==> src/rtl/peripheral_spram_wb_master_if.sv <==
// Wishbone bus between the burst master and the single-port RAM slave.
// dat_w carries master-to-slave write data, dat_r carries slave-to-master read data.
interface peripheral_spram_wb_master_if #(
  parameter int AW = 8,
  parameter int DW = 32
);
  logic [AW-1:0] adr;
  logic [DW-1:0] dat_w;
  logic [DW-1:0] dat_r;
  logic [3:0]    sel;
  logic          we;
  logic [1:0]    bte;
  logic [2:0]    cti;
  logic          cyc;
  logic          stb;
  logic          ack;
  logic          err;

  modport master (
    output adr, dat_w, sel, we, bte, cti, cyc, stb,
    input  dat_r, ack, err
  );

  modport slave (
    input  adr, dat_w, sel, we, bte, cti, cyc, stb,
    output dat_r, ack, err
  );
endinterface

==> src/rtl/peripheral_spram_wb_master.sv <==
// Command-driven Wishbone burst master with streamed write data and a 2-entry read buffer.
// Define PERIPHERAL_SPRAM_WB_MASTER_BURST_EN for incrementing bursts with cyc held per command.
module peripheral_spram_wb_master #(
  parameter int AW     = 8,
  parameter int DW     = 32,
  parameter int MAXLEN = 16,
  parameter int LW     = $clog2(MAXLEN + 1)
) (
  input  logic          wb_clk_i,
  input  logic          wb_rst_ni,
  input  logic          cmd_valid_i,
  output logic          cmd_ready_o,
  input  logic          cmd_we_i,
  input  logic [AW-1:0] cmd_adr_i,
  input  logic [LW-1:0] cmd_len_i,
  input  logic [3:0]    cmd_sel_i,
  input  logic          wdat_valid_i,
  output logic          wdat_ready_o,
  input  logic [DW-1:0] wdat_i,
  output logic          rdat_valid_o,
  input  logic          rdat_ready_i,
  output logic [DW-1:0] rdat_o,
  output logic          rdat_last_o,
  output logic          done_o,
  output logic          done_err_o,
  peripheral_spram_wb_master_if.master wb
);

  typedef enum logic [1:0] {IDLE, ISSUE, BEAT, DONE} state_e;

  localparam logic [LW-1:0] MaxLen = LW'(MAXLEN);

  state_e        state_q, state_d;
  logic          we_q, we_d;
  logic [AW-1:0] adr_q, adr_d;
  logic [3:0]    sel_q, sel_d;
  logic [LW-1:0] rem_q, rem_d;
  logic          err_q, err_d;
  logic          cyc_q, cyc_d;
  logic          stb_q, stb_d;
  logic [2:0]    cti_q, cti_d;
  logic [DW-1:0] dat_q, dat_d;
  logic [DW:0]   buf_q [2];
  logic [DW:0]   buf_d [2];
  logic          wr_ptr_q, wr_ptr_d;
  logic          rd_ptr_q, rd_ptr_d;
  logic [1:0]    cnt_q, cnt_d;

  logic          push, pop, can_start;
  logic [2:0]    start_cti;
  logic [LW-1:0] len_clamped;

  // Read buffer entries hold {last, data}
  always_comb begin
    push     = (state_q == BEAT) && wb.ack && !wb.err && !we_q;
    pop      = rdat_ready_i && (cnt_q != 2'd0);
    cnt_d    = cnt_q + {1'b0, push} - {1'b0, pop};
    wr_ptr_d = wr_ptr_q ^ push;
    rd_ptr_d = rd_ptr_q ^ pop;
    buf_d    = buf_q;
    if (push) buf_d[wr_ptr_q] = {rem_q == LW'(1), wb.dat_r};
  end

  // Buffer occupancy after this cycle's push/pop already counts the beat just acked
  assign can_start   = we_q ? wdat_valid_i : (cnt_d < 2'd2);
  assign len_clamped = (cmd_len_i > MaxLen) ? MaxLen : cmd_len_i;

`ifdef PERIPHERAL_SPRAM_WB_MASTER_BURST_EN
  logic next_is_last;
  assign next_is_last = (state_q == BEAT) ? (rem_q == LW'(2)) : (rem_q == LW'(1));
  assign start_cti    = next_is_last ? 3'b111 : 3'b010;
`else
  assign start_cti = 3'b000;
`endif

  always_comb begin
    state_d      = state_q;
    we_d         = we_q;
    adr_d        = adr_q;
    sel_d        = sel_q;
    rem_d        = rem_q;
    err_d        = err_q;
    cyc_d        = cyc_q;
    stb_d        = stb_q;
    cti_d        = cti_q;
    dat_d        = dat_q;
    wdat_ready_o = 1'b0;
    case (state_q)
      IDLE: begin
        if (cmd_valid_i) begin
          we_d    = cmd_we_i;
          adr_d   = cmd_adr_i;
          sel_d   = cmd_sel_i;
          rem_d   = len_clamped;
          err_d   = 1'b0;
          state_d = (len_clamped == '0) ? DONE : ISSUE;
        end
      end
      ISSUE: begin
        if (can_start) begin
          wdat_ready_o = we_q;
          if (we_q) dat_d = wdat_i;
          cyc_d   = 1'b1;
          stb_d   = 1'b1;
          cti_d   = start_cti;
          state_d = BEAT;
        end
      end
      BEAT: begin
        if (wb.err) begin
          cyc_d   = 1'b0;
          stb_d   = 1'b0;
          err_d   = 1'b1;
          state_d = DONE;
        end else if (wb.ack) begin
          adr_d = adr_q + AW'(1);
          rem_d = rem_q - LW'(1);
          if (rem_q == LW'(1)) begin
            cyc_d   = 1'b0;
            stb_d   = 1'b0;
            state_d = DONE;
          end
`ifdef PERIPHERAL_SPRAM_WB_MASTER_BURST_EN
          else if (can_start) begin
            wdat_ready_o = we_q;
            if (we_q) dat_d = wdat_i;
            cti_d = start_cti;
          end else begin
            stb_d   = 1'b0;
            state_d = ISSUE;
          end
`else
          else begin
            cyc_d   = 1'b0;
            stb_d   = 1'b0;
            state_d = ISSUE;
          end
`endif
        end
      end
      DONE:    state_d = IDLE;
      default: state_d = IDLE;
    endcase
  end

  always_ff @(posedge wb_clk_i or negedge wb_rst_ni) begin
    if (!wb_rst_ni) begin
      state_q  <= IDLE;
      we_q     <= 1'b0;
      adr_q    <= '0;
      sel_q    <= '0;
      rem_q    <= '0;
      err_q    <= 1'b0;
      cyc_q    <= 1'b0;
      stb_q    <= 1'b0;
      cti_q    <= '0;
      dat_q    <= '0;
      buf_q[0] <= '0;
      buf_q[1] <= '0;
      wr_ptr_q <= 1'b0;
      rd_ptr_q <= 1'b0;
      cnt_q    <= '0;
    end else begin
      state_q  <= state_d;
      we_q     <= we_d;
      adr_q    <= adr_d;
      sel_q    <= sel_d;
      rem_q    <= rem_d;
      err_q    <= err_d;
      cyc_q    <= cyc_d;
      stb_q    <= stb_d;
      cti_q    <= cti_d;
      dat_q    <= dat_d;
      buf_q    <= buf_d;
      wr_ptr_q <= wr_ptr_d;
      rd_ptr_q <= rd_ptr_d;
      cnt_q    <= cnt_d;
    end
  end

  assign cmd_ready_o             = (state_q == IDLE);
  assign done_o                  = (state_q == DONE);
  assign done_err_o              = (state_q == DONE) && err_q;
  assign rdat_valid_o            = (cnt_q != 2'd0);
  assign {rdat_last_o, rdat_o}   = buf_q[rd_ptr_q];

  assign wb.adr   = adr_q;
  assign wb.dat_w = dat_q;
  assign wb.sel   = sel_q;
  assign wb.we    = we_q;
  assign wb.bte   = 2'b00;
  assign wb.cti   = cti_q;
  assign wb.cyc   = cyc_q;
  assign wb.stb   = stb_q;

endmodule

==> src/flat_wrapper.sv <==
// flat-port wrapper written by rule: the top's interface ports become plain ports
module peripheral_spram_wb_master_flat 
#(
  parameter int AW     = 8,
  parameter int DW     = 32,
  parameter int MAXLEN = 16,
  parameter int LW     = $clog2(MAXLEN + 1)
)
  (wb_clk_i, wb_rst_ni, cmd_valid_i, cmd_ready_o, cmd_we_i, cmd_adr_i, cmd_len_i, cmd_sel_i, wdat_valid_i, wdat_ready_o, wdat_i, rdat_valid_o, rdat_ready_i, rdat_o, rdat_last_o, done_o, done_err_o, wb_adr, wb_dat_w, wb_sel, wb_we, wb_bte, wb_cti, wb_cyc, wb_stb, wb_dat_r, wb_ack, wb_err);
  peripheral_spram_wb_master_if #(.AW(AW), .DW(DW)) wb_i ();
  input  logic wb_clk_i;
  input  logic wb_rst_ni;
  input  logic cmd_valid_i;
  output logic cmd_ready_o;
  input  logic cmd_we_i;
  input  logic [AW-1:0] cmd_adr_i;
  input  logic [LW-1:0] cmd_len_i;
  input  logic [3:0] cmd_sel_i;
  input  logic wdat_valid_i;
  output logic wdat_ready_o;
  input  logic [DW-1:0] wdat_i;
  output logic rdat_valid_o;
  input  logic rdat_ready_i;
  output logic [DW-1:0] rdat_o;
  output logic rdat_last_o;
  output logic done_o;
  output logic done_err_o;
  output wire logic [$bits(wb_i.adr)-1:0] wb_adr;
  output wire logic [$bits(wb_i.dat_w)-1:0] wb_dat_w;
  output wire logic [$bits(wb_i.sel)-1:0] wb_sel;
  output wire logic [$bits(wb_i.we)-1:0] wb_we;
  output wire logic [$bits(wb_i.bte)-1:0] wb_bte;
  output wire logic [$bits(wb_i.cti)-1:0] wb_cti;
  output wire logic [$bits(wb_i.cyc)-1:0] wb_cyc;
  output wire logic [$bits(wb_i.stb)-1:0] wb_stb;
  input wire logic [$bits(wb_i.dat_r)-1:0] wb_dat_r;
  input wire logic [$bits(wb_i.ack)-1:0] wb_ack;
  input wire logic [$bits(wb_i.err)-1:0] wb_err;
  assign wb_adr = wb_i.adr;
  assign wb_dat_w = wb_i.dat_w;
  assign wb_sel = wb_i.sel;
  assign wb_we = wb_i.we;
  assign wb_bte = wb_i.bte;
  assign wb_cti = wb_i.cti;
  assign wb_cyc = wb_i.cyc;
  assign wb_stb = wb_i.stb;
  assign wb_i.dat_r = wb_dat_r;
  assign wb_i.ack = wb_ack;
  assign wb_i.err = wb_err;
  peripheral_spram_wb_master #(.AW(AW), .DW(DW), .MAXLEN(MAXLEN), .LW(LW)) u_core (.wb_clk_i(wb_clk_i), .wb_rst_ni(wb_rst_ni), .cmd_valid_i(cmd_valid_i), .cmd_ready_o(cmd_ready_o), .cmd_we_i(cmd_we_i), .cmd_adr_i(cmd_adr_i), .cmd_len_i(cmd_len_i), .cmd_sel_i(cmd_sel_i), .wdat_valid_i(wdat_valid_i), .wdat_ready_o(wdat_ready_o), .wdat_i(wdat_i), .rdat_valid_o(rdat_valid_o), .rdat_ready_i(rdat_ready_i), .rdat_o(rdat_o), .rdat_last_o(rdat_last_o), .done_o(done_o), .done_err_o(done_err_o), .wb(wb_i));
endmodule
==> config.mk <==
export PLATFORM = sky130hd
export DESIGN_NAME = peripheral_spram_wb_master_flat
export DESIGN_NICKNAME = d
export VERILOG_FILES = /design/src/rtl/peripheral_spram_wb_master_if.sv /design/src/rtl/peripheral_spram_wb_master.sv /design/src/flat_wrapper.sv
export SDC_FILE = /design/constraint.sdc
export NUM_CORES = 1
export LEC_CHECK = 0
export CAP_MARGIN = 0
export CORE_UTILIZATION = 35
export DETAILED_ROUTE_END_ITERATION = 12
export GPL_TIMING_DRIVEN = 0
export PLACE_DENSITY_LB_ADDON = 0.05
export SKIP_CTS_REPAIR_TIMING = 1
export SLEW_MARGIN = 20
export SYNTH_ARGS = -nofsm -noshare
export SYNTH_HDL_FRONTEND = slang
export SYNTH_SLANG_ARGS = --single-unit
==> constraint.sdc <==
create_clock -name wb_clk_i -period 2.9 [get_ports wb_clk_i]
set_input_delay 0.58 -clock wb_clk_i [delete_from_list [all_inputs] [get_ports wb_clk_i]]
set_output_delay 0.58 -clock wb_clk_i [all_outputs]
set_load 0.01 [all_outputs]
==> metrics.cfg, run 1 <==
[drt]
drtIter0Drc=117
wl_per_cell_um=14.9
drt_first_pass_iters=4
dr_total_vias=4135
wl_met2_um=6220
drc_errors=0
met1Wirelength_um=5770
route.met3.wl_um=1050
via_per_inst=4.61
antenna_left=0
wl_um=13300
routed.top_layer=met4

[critical_path]
r2r_start=u_core.state_q[1]$_DFFE_PN0P_
startpoint=u_core.rd_ptr_q$_DFF_PN0_
endpoint_kind=output pin
max_stage_delay_ps=520
cp-start-kind=flip-flop
slowest_stage=clkdlybuf4s50_1
cp_data_arrival_time_ps=2140
endpoint=rdat_o[2]
r2r-end=u_core.buf_q[25]$_DFFE_PN0P_
worst-setup-path-type=reg2out
cp_max_fo=10
worstRegToRegCells=8
rrSetupSlack_ps=310
path_cells=buf_2, mux2_2, clkdlybuf4s50_1
cp.required_ps=2320

[cells_and_area]
nNetsFinal=768
area_delta_synth_final_pct=48.8
utilization_pct=54.0
fillerInstances=1348
final_cell_mix=172 x clkdlybuf4s50_1, 124 x dfrtp_1, 108 x nand2_1, 99 x mux2_2, 18 x a21oi_1
layout_commonest_cell=clkdlybuf4s50_1
finish.cell_count_without_fillers=896
final_area_um2=8310
diodes=0
final_layout_size_suffix_gt1_share_pct=25.1

[yosys]
syn_area_um2=5580
synthCells=476
synth_top_family_by_area=multiplexers
ys_types=40
synthAdderAreaFrac_pct=1.57
seq_area_frac_synth_pct=55.6
synth-seq-cells=124
synth_simple_gate_area_share_pct=11.7
synthMuxAreaShare_pct=21.0
yosys_warnings=0
syn_avg_cell_area_um2=11.7
synth_compound_area_share_pct=5.13
synth_xor_area_share_pct=0.583

[hold_path]
holdCritPathClass=in2async

[grt]
overflow=0
grt_max_degree=71
antenna_found_initial=0
grt_pass1_wl_um=21800
first_global_vias=4456
grt_usage_pct=17.3

[sta]
finalSetupViolCount=0
hold_ws_ps=130
finalHoldViolations=0
clock_skew_ps=4.96
setup-tns-final_ps=0
slew_headroom_pct=56.0
setup_ws_ps=178
max_clock_freq_mhz=367
rsz0062_at_grt=false
fin_crit_sh_pct=93.9
final_max_slew_viol_count=0
period_needed_ps=2720
worstMarginPinSlew_ps=651

[clocking]
cts_max_level=4
clockRootBuffer=clkbuf_16
clkTransAtPathRegs_ps=60
cts_sinks=124
cts_buffers=17
insertion_delay_ps=420
cts_tree=done
clockBufferDepth=2

[placement]
dpl.cell_count=865
dp_slack_ps=-426
placed_cell_area_um2=7630
port_buffers=173
gp_congestion=0.783
dp.final_hpwl_um=9410

[die]
coreArea_um2=15400
initial_core_util_pct=36.3
rows=45
ios=179
die_y_um=128
die_w_um=128
die_area_um2=16500

[power]
power.leakage_nw=3.82
irDropWorstVdd_mv=0.465
p_total_mw=9.12
power_density_nw_per_um2=1100

[status]
outcome=completed

[job]
drv_cap=0

-- where the power goes --
group,leakage [nW],switching (mW),internal (mW)
clock,0.323,0.768,1.62
sequential,1.57,0.477,2.52
combinational,1.94,1.52,2.22
total,3.82,2.77,6.35
-- metal layers --
metal  track usage [%]  vias to the layer above
li1                  -                     1998
met3              6.59                       21
met1              20.9                     1976
met2              27.5                      140
met5                 0                        -
met4              7.68                        0
-- critical path: cells and delay by family (launching register included) --
family | cells | cell delay (ps)
buf+inv | 2 | 850
flops | 1 | 510
mux | 1 | 370
-- Yosys cell counts (all sizes together) --
| library cell | number | area, um2 |
|---|---|---|
| o21ai | 15 | 75.1 |
| dfrtp | 124 | 3100 |
| a31oi | 3 | 18.8 |
| a2bb2oi | 2 | 17.5 |
| mux2 | 103 | 1170 |
| nand2b | 4 | 27.5 |
| a41oi | 1 | 8.76 |
| nor2 | 13 | 48.8 |
| nor3 | 1 | 5.00 |
| conb | 1 | 3.75 |
| clkbuf | 5 | 18.8 |
| o22ai | 5 | 31.3 |
| nand3b | 1 | 20.0 |
| and2 | 4 | 25.0 |
| inv | 11 | 41.3 |
| or2 | 2 | 12.5 |
| and4 | 1 | 8.76 |
| xor3 | 1 | 23.8 |
| nor4 | 1 | 6.26 |
| xor2 | 1 | 8.76 |
| a211oi | 1 | 12.5 |
| nand3 | 3 | 15.0 |
| and3 | 2 | 12.5 |
| buf | 27 | 179 |
| a21o | 2 | 15.0 |
| a21oi | 19 | 98.9 |
| nor4b | 2 | 17.5 |
| ha | 7 | 87.6 |
| nor2b | 2 | 12.5 |
| nand2 | 108 | 405 |
| nand4b | 1 | 23.8 |
| o22a | 1 | 8.76 |
| nor3b | 2 | 15.0 |
-- registers in the layout, summed over array words and instances (netlist names) --
name / count
u_core.wr_ptr_q: 1
u_core.rd_ptr_q: 1
u_core.wb.dat_w: 32
u_core.wb.sel: 4
u_core.buf_q: 66
u_core.err_q: 1
u_core.cnt_q: 2
u_core.state_q: 2
u_core.wb.we: 1
u_core.wb.cyc: 1
u_core.rem_q: 5
u_core.wb.adr: 8
-- cell type report --
| cell class | count | area, um2 | share of cell area [%] |
|---|---|---|---|
| repair buffers | 174 | 1760 | 21.2 |
| well taps | 211 | 264 | 3.18 |
| plain buffers | 31 | 194 | 2.34 |
| multi-input cells | 313 | 2270 | 27.3 |
| clock buffers | 22 | 484 | 5.83 |
| flip-flops and latches | 124 | 3100 | 37.4 |
| clock inverters | 10 | 184 | 2.21 |
| inverters | 11 | 41.3 | 0.497 |
-- kinds of logic (layout without fill, tap and decap cells) --
| kind of cell | Yosys count | after routing |
|---|---|---|
| simple gates | 147 | 147 |
| flops | 124 | 124 |
| mux | 103 | 103 |
| compound gates | 49 | 49 |
| buf+inv | 43 | 248 |
| fa+ha+maj | 7 | 7 |
| xor+xnor | 2 | 2 |
| other cells | 1 | 5 |
-- how the worst min path moves through the flow --
stage                                               start                         endpoint  slack (ps)  cells after the start
after floorplan                                 wb_rst_ni      u_core.buf_q[0]$_DFFE_PN0P_         280                      0
after global placement     u_core.wb.dat_w[7]$_DFFE_PN0P_   u_core.wb.dat_w[7]$_DFFE_PN0P_         460                      2
after detailed placement  u_core.wb.dat_w[18]$_DFFE_PN0P_  u_core.wb.dat_w[18]$_DFFE_PN0P_         460                      2
after CTS                                       wb_rst_ni     u_core.buf_q[60]$_DFFE_PN0P_         140                      1
after global routing                            wb_rst_ni     u_core.buf_q[60]$_DFFE_PN0P_         170                      1
final                                           wb_rst_ni     u_core.buf_q[60]$_DFFE_PN0P_         130                      1
Note: power is estimated with default switching activity, not from simulation.
==> run 2: changes to the inputs <==
--- a/config.mk
+++ b/config.mk
@@ -5,8 +5,8 @@
 export SDC_FILE = /design/constraint.sdc
 export NUM_CORES = 1
 export LEC_CHECK = 0
-export CAP_MARGIN = 0
-export CORE_UTILIZATION = 35
+export CORE_UTILIZATION = 45
+export CTS_BUF_LIST = sky130_fd_sc_hd__clkbuf_4 sky130_fd_sc_hd__clkbuf_8 sky130_fd_sc_hd__clkbuf_16
 export DETAILED_ROUTE_END_ITERATION = 12
 export GPL_TIMING_DRIVEN = 0
 export PLACE_DENSITY_LB_ADDON = 0.05
==> run 2 against run 1 <==
  * Final cell count decreased by 5.6%
  * Critical path depth is 2 higher
  * Setup slack worse by 3.3 ps
  * Non-clock buffer count stayed put
  * Final area fell by 2.6%
  * Register-to-register slack worse by 60 ps
  * Critical path type is now in2out
  * Sequential power about the same
==> metrics.cfg, run 2 (synthesized netlist as in run 1, its figures left out) <==
[power]
swShare_pct=31.0  ; +0.63 points
power.switching_mw=2.67  ; -3.5%
power_frac_clock_pct=21.9  ; -4.2 points
power_density_nw_per_um2=1070  ; -3.0%
internal_power_mw=5.95  ; -6.4%
seqPwrFrac_pct=34.9  ; +2.0 points
p_comb_share_pct=43.2  ; +2.2 points
irDropWorstVdd_mv=0.624  ; +34%
power.leakage_nw=3.76  ; -1.8%

[die]
ios=179  ; unchanged
rows=40  ; -11%
initial_core_util_pct=46.3  ; +10 points
die_area_um2=12900  ; -22%
coreArea_um2=12100  ; -22%
die_w_um=113  ; -12%
die_y_um=113  ; -12%

[clocking]
insertion_delay_ps=400  ; -20 ps
cts_sinks=124  ; unchanged
clockRootBuffer=clkbuf_16
clkTransAtPathRegs_ps=50  ; about the same
cts_buffers=17  ; unchanged
clockBufferDepth=2  ; unchanged
cts_max_level=4  ; unchanged
cts_tree=done

[critical_path]
startpoint=wdat_valid_i
r2r_start=u_core.state_q[1]$_DFFE_PN0P_
worst-setup-path-type=in2out
cp.required_ps=2320  ; about the same
rrSetupSlack_ps=250  ; -60 ps
endpoint_kind=output pin
cp-start-kind=input pin
cp_data_arrival_time_ps=2140  ; about the same
cp_max_fo=10  ; unchanged

[cells_and_area]
final_layout_size_suffix_gt1_share_pct=24.5  ; -0.63 points
diodes=0  ; unchanged
final_area_um2=8090  ; -2.6%
largest_reg_flops=66  ; unchanged
area_delta_synth_final_pct=44.9
nNetsFinal=768  ; unchanged
layout_commonest_cell=clkdlybuf4s50_1
finish.cell_count_without_fillers=846  ; -5.6%
fillerInstances=940  ; -30%
top_register=u_core.buf_q
final_cell_mix=172 x clkdlybuf4s50_1, 124 x dfrtp_1, 108 x nand2_1, 99 x mux2_2, 18 x a21oi_1

[status]
outcome=completed

[grt]
first_global_vias=4417  ; -0.88%
grt_max_degree=73  ; +2.8%
grt_pass1_wl_um=21300  ; -2.4%
grt_usage_pct=21.6  ; +4.3 points
antenna_found_initial=0  ; unchanged
overflow=0  ; unchanged

[placement]
port_buffers=173  ; unchanged
dp_slack_ps=-280  ; +146 ps
gp_congestion=0.820  ; +4.7%
dpl.cell_count=822  ; -5.0%
dp.final_hpwl_um=9120  ; -3.1%
placed_cell_area_um2=7570  ; -0.75%

[sta]
max_clock_freq_mhz=367  ; -0.12%
clock_skew_ps=2.76  ; -2.19 ps
setup_ws_ps=175  ; -3.32 ps
slew_headroom_pct=54.5  ; -1.5 points
fin_crit_sh_pct=94.0  ; +0.11 points
rsz0062_at_grt=false
worstMarginPinSlew_ps=683  ; +32.1 ps
final_max_slew_viol_count=0  ; unchanged
period_needed_ps=2720  ; +3.32 ps
finalHoldViolations=0  ; unchanged
finalSetupViolCount=0  ; unchanged

[drt]
drt_first_pass_iters=4  ; unchanged
wl_per_cell_um=15.2  ; +2.4%
wl_um=12900  ; -3.4%
dr_total_vias=4147  ; +0.29%
via_per_inst=4.90  ; +6.2%
antenna_left=0  ; unchanged
drtIter0Drc=180  ; +54%
drc_errors=0  ; unchanged

[hold_path]
holdCritPathClass=in2async

[job]
drv_cap=0  ; unchanged

-- run 2: cell types whose count changed in the layout (fill, tap and decap cells not counted), sizes merged --
cell	previous run	this run
clkinv	2	3
clkbuf	26	25
inv	12	11
clkinvlp	2	0
bufinv	5	1
-- run 2: area by class of cell --
class                           instances  area [um2]  share of cell area [%]
Clock inverter                          4        45.0                   0.557
Buffer                                 31         194                    2.40
Sequential cell                       124        3100                    38.4
Inverter                               11        41.3                   0.510
Clock buffer                           21         474                    5.86
Timing Repair Buffer                  174        1760                    21.8
Multi-Input combinational cell        313        2260                    28.0
Tap cell                              168         210                    2.60
-- run 2: critical path, cell delays in order --
cell	delay [ps]
clkdlybuf4s50_1	530
nand4b_4	160
inv_2	140
buf_4	180
clkdlybuf4s50_1	550
-- run 2: power groups by stage --
| stage | combinational, mW | sequential (mW) | clock (mW) |
|---|---|---|---|
| final | 3.72 | 3.01 | 1.89 |
| after global routing | 4.05 | 3.11 | 2.01 |
| after CTS | 3.79 | 2.99 | 1.93 |
| after detailed placement | 3.77 | 3.00 | 0 |
| after global placement | 3.70 | 2.95 | 0 |
| after floorplan | 1.91 | 3.03 | 0 |
-- run 2: through the flow --
stage                     setup TNS (ps)  utilization, %  hold WS, ps  total power, mW
after global placement           -455570            62.5          457             6.65
after floorplan                        0               -          284             4.94
final                                  0            67.1          204             8.62
after CTS                          -1890            67.1          215             8.72
after global routing                   0            67.1          242             9.17
after detailed placement          -14770            62.7          461             6.77
-- run 2: worst paths after layout --
check	to	depth (start not counted)
max	wdat_ready_o	5
min	u_core.buf_q[27]$_DFFE_PN0P_	1
max in group asynchronous	u_core.wb.dat_w[21]$_DFFE_PN0P_	2
min in group wb_clk_i	u_core.wb.dat_w[4]$_DFFE_PN0P_	2
max reg2reg	u_core.buf_q[10]$_DFFE_PN0P_	8
min reg2reg	u_core.wb.dat_w[4]$_DFFE_PN0P_	2
-- run 2: metal layers --
metal  vias up  track usage (%)  wire length, um  share of wire [%]
li1       1987                -                -                  -
met1      2007             25.6             5460                 42
met2       134             36.0             6300                 49
met3        19             8.29              918                7.1
met4         0             7.54              212                1.6
met5         -                0                0                  0
==> run 3: changes to the inputs <==
--- a/config.mk
+++ b/config.mk
@@ -8,10 +8,10 @@
 export CORE_UTILIZATION = 45
 export CTS_BUF_LIST = sky130_fd_sc_hd__clkbuf_4 sky130_fd_sc_hd__clkbuf_8 sky130_fd_sc_hd__clkbuf_16
 export DETAILED_ROUTE_END_ITERATION = 12
+export GPL_ROUTABILITY_DRIVEN = 0
 export GPL_TIMING_DRIVEN = 0
 export PLACE_DENSITY_LB_ADDON = 0.05
 export SKIP_CTS_REPAIR_TIMING = 1
-export SLEW_MARGIN = 20
 export SYNTH_ARGS = -nofsm -noshare
 export SYNTH_HDL_FRONTEND = slang
 export SYNTH_SLANG_ARGS = --single-unit
==> run 3 against run 2 <==
  * Register-to-register slack worse by 30 ps
  * Non-clock buffer count unchanged
  * First-iteration DRC count up 6.1%
  * Final area up 0.99%
  * Via count about the same
  * Highest routed layer unchanged
  * Worst hold slack worse by 180 ps
  * Setup slack better by 18 ps
  * Core utilization up 0.66 points
  * Flip-flop and latch count unchanged
  * Sequential power about the same
  * Sequential share of layout area down 0.38 points
==> metrics.cfg, run 3 (synthesized netlist as in run 1, its figures left out) <==
[grt]
grt_max_degree=103  ; +41%
antenna_found_initial=0  ; unchanged
first_global_vias=4381  ; -0.82%
grt_pass1_wl_um=21200  ; -0.23%
grt_usage_pct=21.4  ; -0.22 points
overflow=0  ; unchanged

[cells_and_area]
diodes=0  ; unchanged
utilization_pct=67.7  ; +0.66 points
layout_commonest_cell=clkdlybuf4s50_1
largest_reg_flops=66  ; unchanged
final_area_um2=8170  ; +0.99%
nNetsFinal=768  ; unchanged
top_register=u_core.buf_q
final_cell_mix=172 x clkdlybuf4s50_1, 124 x dfrtp_1, 108 x nand2_1, 99 x mux2_2, 18 x a21oi_1
area_delta_synth_final_pct=46.3
final_layout_size_suffix_gt1_share_pct=25.3  ; +0.77 points

[power]
swShare_pct=30.9  ; about the same
power.leakage_nw=3.80  ; +1.1%
seqPwrFrac_pct=34.1  ; -0.8 points
internal_power_mw=6.09  ; +2.3%
power_frac_clock_pct=23.6  ; +1.7 points
power_density_nw_per_um2=1080  ; +1.3%
power.switching_mw=2.73  ; +2.2%
irDropWorstVdd_mv=0.545  ; -13%
p_comb_share_pct=42.2  ; -1.0 points
p_total_mw=8.81  ; +2.3%

[sta]
clock_skew_ps=9.46  ; +6.70 ps
hold_ws_ps=28.0  ; -176 ps
slew_headroom_pct=61.3  ; +6.9 points
finalHoldViolations=0  ; unchanged
fin_crit_sh_pct=93.3  ; -0.63 points
period_needed_ps=2710  ; -18.2 ps
max_clock_freq_mhz=369  ; +0.67%
setup-tns-final_ps=0  ; unchanged
worstMarginPinSlew_ps=572  ; -111 ps
rsz0062_at_grt=false
final_max_slew_viol_count=0  ; unchanged
finalSetupViolCount=0  ; unchanged

[clocking]
cts_max_level=4  ; unchanged
clockRootBuffer=clkbuf_16
cts_tree=done
cts_buffers=17  ; unchanged
cts_sinks=124  ; unchanged
clockBufferDepth=2  ; unchanged
insertion_delay_ps=410  ; about the same
clkTransAtPathRegs_ps=50  ; about the same

[die]
rows=40  ; unchanged
ios=179  ; unchanged
coreArea_um2=12100  ; unchanged
initial_core_util_pct=46.3  ; unchanged
die_area_um2=12900  ; unchanged
die_y_um=113  ; unchanged
die_w_um=113  ; unchanged

[drt]
wl_per_cell_um=15.0  ; -1.3%
antenna_left=0  ; unchanged
wl_um=12800  ; -0.52%
met1Wirelength_um=5560  ; +1.9%
drt_first_pass_iters=6  ; +2
routed.top_layer=met4
dr_total_vias=4145  ; -0.048%
wl_met2_um=6170  ; -2.0%
via_per_inst=4.86  ; -0.87%
drc_errors=0  ; unchanged
route.met3.wl_um=880  ; -4.1%
drtIter0Drc=191  ; +6.1%

[placement]
port_buffers=173  ; unchanged
dp.final_hpwl_um=9100  ; -0.22%
placed_cell_area_um2=7570  ; unchanged

[critical_path]
cp-start-kind=input pin
worst-setup-path-type=in2out
endpoint_kind=output pin
cp.required_ps=2320  ; about the same
cp_max_fo=10  ; unchanged
cp_data_arrival_time_ps=2130  ; about the same

[job]
drv_cap=0  ; unchanged

[status]
outcome=completed

[hold_path]
holdCritPathClass=in2async

run 3: changes by cell type in the layout (fill, tap and decap cells not counted), sizes merged:
cell,change
clkbuf,+1
buf,-1
clkinv,+6
bufinv,+1
run 3: final timing paths:
| check | startpoint | cells past startpoint | slack (ps) | endpoint |
|---|---|---|---|---|
| max in group asynchronous | wb_rst_ni | 2 | 2110 | u_core.buf_q[21]$_DFFE_PN0P_ |
| worst min register to register | u_core.wb.dat_w[4]$_DFFE_PN0P_ | 2 | 470 | u_core.wb.dat_w[4]$_DFFE_PN0P_ |
| worst min-delay path | wb_rst_ni | 1 | 30 | u_core.buf_q[61]$_DFFE_PN0P_ |
| worst max-delay path | wdat_valid_i | 5 | 190 | wdat_ready_o |
| worst max register to register | u_core.state_q[1]$_DFFE_PN0P_ | 8 | 220 | u_core.buf_q[10]$_DFFE_PN0P_ |
| min in group wb_clk_i | u_core.wb.dat_w[4]$_DFFE_PN0P_ | 2 | 470 | u_core.wb.dat_w[4]$_DFFE_PN0P_ |
run 3: metal layers:
metal  up-vias  track usage [%]
met4         0             9.47
met2       131             34.6
li1       1995                -
met5         -                0
met3        17             7.07
met1      2002             26.2
run 3: power groups by stage:
| stage | registers (mW) | clock network [mW] | logic (mW) |
|---|---|---|---|
| 4_1_cts | 3.00 | 2.13 | 3.79 |
| 3_5_place_dp | 3.01 | 0 | 3.77 |
| 5_1_grt | 3.11 | 2.21 | 4.05 |
| 6_report | 3.01 | 2.08 | 3.72 |
| 3_3_place_gp | 2.95 | 0 | 3.70 |
| 2_1_floorplan | 3.03 | 0 | 1.91 |
run 3: stage by stage:
| stage | worst slack (ps) | cells |
|---|---|---|
| 2_1_floorplan | 617 | 480 |
| 3_3_place_gp | -3570 | 821 |
| 3_5_place_dp | -295 | 822 |
| 4_1_cts | -37.1 | 854 |
| 5_1_grt | 73.0 | 853 |
| 6_report | 193 | 853 |
run 3: worst max-delay path, cell delays in order:
cell             delay [ps]
clkdlybuf4s50_1         520
nand4b_4                160
inv_2                   140
buf_4                   180
clkdlybuf4s50_1         550
run 3: area by class of cell:
class,instances,area [um2]
fillers,936,3890
flip-flops and latches,124,3100
multi-input cells,313,2260
repair buffers,174,1760
clock buffers,21,480
well taps,168,210
plain buffers,31,196
clock inverters,11,116
inverters,11,41.3
